File: config.mk
export PLATFORM = sky130hd
export DESIGN_NAME = seg7_capture
export DESIGN_NICKNAME = d
export VERILOG_FILES = /design/src/rtl/seg7_capture.sv
export SDC_FILE = /design/constraint.sdc
export NUM_CORES = 1
export LEC_CHECK = 0
export CORE_MARGIN = 4
export CORE_UTILIZATION = 40
export CTS_CLUSTER_DIAMETER = 200
export DETAILED_ROUTE_END_ITERATION = 8
export GPL_ROUTABILITY_DRIVEN = 1
export HOLD_SLACK_MARGIN = 0.02
export PLACE_DENSITY = 0.57
export SETUP_SLACK_MARGIN = 0.3
export SLEW_MARGIN = 20
export SYNTH_ARGS = -nofsm -noshare
export SYNTH_HDL_FRONTEND = slang
export SYNTH_SLANG_ARGS = --single-unit
File: constraint.sdc
create_clock -name clk -period 2.5 [get_ports clk]
set_input_delay 0.25 -clock clk [delete_from_list [all_inputs] [get_ports clk]]
set_output_delay 0.25 -clock clk [all_outputs]
set_load 0.005 [all_outputs]
File: src/rtl/seg7_capture.sv
// Recovers digit codes from the multiplexed active-low anode/segment lines of a
// 4-digit 7-seg display: sync, per-slot debounce, decode, per-digit and frame reporting.
module seg7_capture #(
  parameter int unsigned STABLE_CYCLES = 4
) (
  input  logic        clk,
  input  logic        rst_n,
  input  logic [3:0]  an_n,
  input  logic [6:0]  seg_n,
  input  logic        err_clr,
  output logic        digit_upd,
  output logic [1:0]  digit_idx,
  output logic [3:0]  digit_val,
  output logic [15:0] digits,
  output logic        frame_valid,
  output logic        pattern_err
);

  localparam logic [7:0] StableCnt = 8'(STABLE_CYCLES);

  typedef enum logic [1:0] {StWait, StTrack, StHeld} state_e;

  state_e          state_q, state_d;
  logic [7:0]      cnt_q, cnt_d;
  logic [3:0]      an_s1_q, an_s2_q;
  logic [6:0]      seg_s1_q, seg_s2_q;
  logic [10:0]     s, p_q;
  logic            single;
  logic [1:0]      idx;
  logic [3:0]      code;
  logic            capture;
  logic [3:0][3:0] slot_q, slot_d;
  logic [3:0]      seen_q, seen_d;
  logic [15:0]     digits_q, digits_d;
  logic            digit_upd_q, digit_upd_d;
  logic [1:0]      digit_idx_q, digit_idx_d;
  logic [3:0]      digit_val_q, digit_val_d;
  logic            frame_valid_q, frame_valid_d;
  logic            pattern_err_q, pattern_err_d;

  assign s = {an_s2_q, seg_s2_q};

  always_comb begin
    single = 1'b1;
    idx    = 2'd0;
    case (an_s2_q)
      4'b1110: idx = 2'd0;
      4'b1101: idx = 2'd1;
      4'b1011: idx = 2'd2;
      4'b0111: idx = 2'd3;
      default: single = 1'b0;
    endcase
  end

  // Table is on the raw active-low pattern; anything unlisted decodes to E.
  always_comb begin
    case (seg_s2_q)
      7'b0000001: code = 4'h0;
      7'b1001111: code = 4'h1;
      7'b0010010: code = 4'h2;
      7'b0000110: code = 4'h3;
      7'b1001100: code = 4'h4;
      7'b0100100: code = 4'h5;
      7'b0100000: code = 4'h6;
      7'b0001111: code = 4'h7;
      7'b0000000: code = 4'h8;
      7'b0000100: code = 4'h9;
      7'b1111111: code = 4'hF;
      default:    code = 4'hE;
    endcase
  end

  always_comb begin
    state_d = state_q;
    cnt_d   = cnt_q;
    capture = 1'b0;
    case (state_q)
      StWait: begin
        if (single) begin
          state_d = StTrack;
          cnt_d   = 8'd1;
        end else begin
          cnt_d = 8'd0;
        end
      end
      StTrack: begin
        if (!single) begin
          state_d = StWait;
          cnt_d   = 8'd0;
        end else if (s != p_q) begin
          cnt_d = 8'd1;
        end else begin
          cnt_d = cnt_q + 8'd1;
        end
      end
      StHeld: begin
        if (s != p_q) begin
          state_d = single ? StTrack : StWait;
          cnt_d   = single ? 8'd1 : 8'd0;
        end
      end
      default: begin
        state_d = StWait;
        cnt_d   = 8'd0;
      end
    endcase
    // Covers both the normal count-out and the STABLE_CYCLES=1 first-sample case.
    if (state_d == StTrack && cnt_d == StableCnt) begin
      capture = 1'b1;
      state_d = StHeld;
      cnt_d   = 8'd0;
    end
  end

  always_comb begin
    slot_d        = slot_q;
    seen_d        = seen_q;
    digits_d      = digits_q;
    frame_valid_d = 1'b0;
    digit_upd_d   = capture;
    digit_idx_d   = digit_idx_q;
    digit_val_d   = digit_val_q;
    pattern_err_d = pattern_err_q;
    if (err_clr) pattern_err_d = 1'b0;
    if (capture) begin
      digit_idx_d   = idx;
      digit_val_d   = code;
      slot_d[idx]   = code;
      seen_d[idx]   = 1'b1;
      if (code == 4'hE) pattern_err_d = 1'b1;
      if (seen_d == 4'hF) begin
        digits_d      = slot_d;
        frame_valid_d = 1'b1;
        seen_d        = 4'h0;
      end
    end
  end

  always_ff @(posedge clk or negedge rst_n) begin
    if (!rst_n) begin
      an_s1_q       <= 4'hF;
      an_s2_q       <= 4'hF;
      seg_s1_q      <= 7'h7F;
      seg_s2_q      <= 7'h7F;
      p_q           <= '1;
      state_q       <= StWait;
      cnt_q         <= 8'd0;
      slot_q        <= '0;
      seen_q        <= 4'h0;
      digits_q      <= 16'h0;
      digit_upd_q   <= 1'b0;
      digit_idx_q   <= 2'd0;
      digit_val_q   <= 4'h0;
      frame_valid_q <= 1'b0;
      pattern_err_q <= 1'b0;
    end else begin
      an_s1_q       <= an_n;
      an_s2_q       <= an_s1_q;
      seg_s1_q      <= seg_n;
      seg_s2_q      <= seg_s1_q;
      p_q           <= s;
      state_q       <= state_d;
      cnt_q         <= cnt_d;
      slot_q        <= slot_d;
      seen_q        <= seen_d;
      digits_q      <= digits_d;
      digit_upd_q   <= digit_upd_d;
      digit_idx_q   <= digit_idx_d;
      digit_val_q   <= digit_val_d;
      frame_valid_q <= frame_valid_d;
      pattern_err_q <= pattern_err_d;
    end
  end

  assign digit_upd   = digit_upd_q;
  assign digit_idx   = digit_idx_q;
  assign digit_val   = digit_val_q;
  assign digits      = digits_q;
  assign frame_valid = frame_valid_q;
  assign pattern_err = pattern_err_q;

endmodule

==> flow_summary_export.csv <==
group,metric,value,unit
run_status,status,"finished, final reports clean",
pwr,internal_power,2.06,mW
grt,use_met3,4.50,%
grt,use_met2,22.5,%
sta,finalSetupTns,0,ns
sta,fmax,0.454,GHz
yosys,synth_edf_count,0,
yosys,seq_area_frac_synth,54.8,%
sta,worst_pin_slew,0.515,ns
setup_path,crit_path_end_kind,"register",
worst_hold_path,worstHoldPathType,"in2reg",
clock_network,clock_sinks,88,
drt,ant_nets,0,
floorplanning,die_w,109,um
pwr,power.density,518,nW/um^2
finish,final_util,53.3,%
placed_design,preCtsSetupSlack,0.125,ns
floorplanning,die_h,109,um
placed_design,place_area,4620,sq um
placed_design,io_buffers,38,
pwr,ir_drop,0.349,mV
pwr,p_leak,2.21,nW
grt,track_usage,15.0,%
drt,vias,2925,
finish,mostFrequentLayoutCells,"dfrtp_1 (55), buf_4 (40), clkdlybuf4s50_1 (37), nand2_1 (33), dfstp_2 (33)",
sta,whs,0.279,ns
job,max-cap-violations,0,
floorplanning,ios,39,
clock_network,clk-insertion-delay-late,0.36,ns
yosys,ys_seq_elements,88,
yosys,async_reset_ff_share,100,%
grt,antenna_found_initial,0,
floorplanning,floorplan.initialDensity,41.5,%
sta,fin_crit,2.20,ns
grt,grt_first_pass_wirelength,13700,um
grt,grt_pass1_vias,2650,
yosys,syn_area_per_cell,11.7,sq um
finish,drive_gt1_share,34.6,%
setup_path,critPathArrivalTime,2.50,ns
clock_network,cts_inserted_buffers,9,
sta,hold_viol_final,0,
setup_path,worstSetupPathType,"reg2reg",
floorplanning,die-area,11900,sq um
drt,wire_per_inst,15.4,um
finish,final_common_cell,"dfrtp_1",
sta,slew_headroom,65.7,%
floorplanning,fp.coreArea,9860,sq um
yosys,synth_cell_types,60,
grt,met1_usage,20.8,%
finish,syn_to_final_growth,28.6,%
sta,setup-violations-final,0,
setup_path,cp_max_fo,6,
setup_path,worstSetupStartpointType,"register",
yosys,synth_nets,364,
pwr,p_sw_share,24.6,%
clock_network,cts_root_buf,"clkbuf_8",
yosys,syn_area,4090,sq um
pwr,p_switching,672,uW
drt,first_iter_violations,111,
finish,nFillCells,832,
sta,fin_ws,0.295,ns
drt,dr.pass1.iters,4,
pwr,p_clk_share,36.6,%
floorplanning,fp-row-count,36,
clock_network,cts_tree,"done",
sta,post-route-period-util,88.2,%
pwr,p_seq_share,54.8,%
pwr,comb_power_share,8.6,%
finish,stdcell_count,564,
grt,overflow,0,
clock_network,cts-htree-levels,3,
sta,fin_worst_skew,0.0178,ns
drt,viasPerCell,5.19,
sta,rsz0062_at_grt,"true",
placed_design,dpl.hpwl,5520,um
drt,drt-total-wl,8700,um
placed_design,gp_congestion,0.812,
finish,fin_nets,441,
grt,top_usage_layer,"met2",
drt,drcViolationCount,0,
clock_network,cts_max_path_buffers,2,
clock_network,clk_pin_slew_worst_paths,0.10,ns
setup_path,cp.required,2.79,ns
yosys,synth_ff_type,"dfrtp_1",
finish,antenna_cells,0,
grt,grt_max_degree,47,
placed_design,dp.cells,515,
sta,drv_slew,0,
pwr,p_total,2.73,mW
yosys,synthCells,349,
finish,design_area,5260,sq um
yosys,synth_warnings,0,
Yosys cell counts, drive strengths merged, types with 8 or more instances:
cell type / n / area (sq um)
o22ai: 9 / 56.3
buf: 18 / 135
nor3: 10 / 61.3
dfstp: 33 / 867
nor2: 16 / 60.1
inv: 8 / 30.0
o21ai: 24 / 124
dfrtp: 55 / 1380
mux2i: 10 / 100
xnor2: 14 / 141
mux2: 21 / 282
a21oi: 18 / 90.1
nand2: 38 / 173
power groups by stage:
stage | Sequential, mW | Clock (mW) | Combinational (mW)
finish | 1.50 | 0.997 | 0.235
global route | 1.50 | 1.10 | 0.259
CTS | 1.50 | 1.03 | 0.209
detailed placement | 1.53 | 0 | 0.183
global placement | 1.53 | 0 | 0.182
floorplan | 1.51 | 0 | 0.117
registers in the layout (all words and copies together) (netlist names), 2 cells and up:
signal and count:
digits 16, seg_s2_q 7, cnt_q 8, digit_val 4, an_s1_q 4, p_q 11, seen_q 4, an_s2_q 4
state_q 2, slot_q 16, seg_s1_q 7, digit_idx 2
kinds of logic after synthesis:
group                      Yosys count  synth area share (%)
and+or+nand+nor                    115                  16.5
DFF                                 88                  54.8
AOI/OAI and AO/OA                   69                  10.8
muxes                               31                  9.33
buffers and inverters               30                  4.65
xor gates and xnor gates            15                  3.67
adders and majority gates            1                 0.306
critical path, stage by stage, from the launching register on:
cell       delay [ns]
dfrtp_1          0.43
ha_4             0.23
nand2b_4         0.14
or3b_4           0.40
nor4b_4          0.27
and2_4           0.21
and4b_2          0.31
a2bb2oi_2        0.14
timing repair:
item                                    CTS  global route
hold buffers                              1             0
resized for setup                        13            31
endpoints found under the setup margin   44            42
buffers inserted                         11            19
gates cloned                              0             2
endpoints found under the hold margin     9             0
pin swaps                                 6             7
routing by layer:
layer,vias up,share of wire (%)
met2,61,49
met5,-,0
met3,9,4.0
met1,1448,45
li1,1407,-
met4,0,1.4
path summary, 6_finish.rpt:
path	cells past startpoint	slack (ns)	from	endpoint
max	7	0.30	cnt_q[0]	digits[0]
min	1	0.28	an_n[1]	an_s1_q[1]
max reg2reg	7	0.30	cnt_q[0]	digits[0]
min reg2reg	0	0.34	an_s1_q[2]	an_s2_q[2]
max in group asynchronous	3	1.48	rst_n	slot_q[10]
min in group asynchronous	2	0.39	rst_n	digit_val[1]
area by class of cell:
| type | count | area [sq um] | share of cell area, % |
|---|---|---|---|
| sequential | 88 | 2240 | 42.6 |
| clock buffer | 10 | 128 | 2.43 |
| clock inverter | 6 | 67.6 | 1.28 |
| inverter | 8 | 30.0 | 0.571 |
| timing repair buffer | 88 | 841 | 16.0 |
| tap | 133 | 166 | 3.16 |
| multi-input combinational | 231 | 1790 | 34.0 |
(Power assumes the default switching activity.)
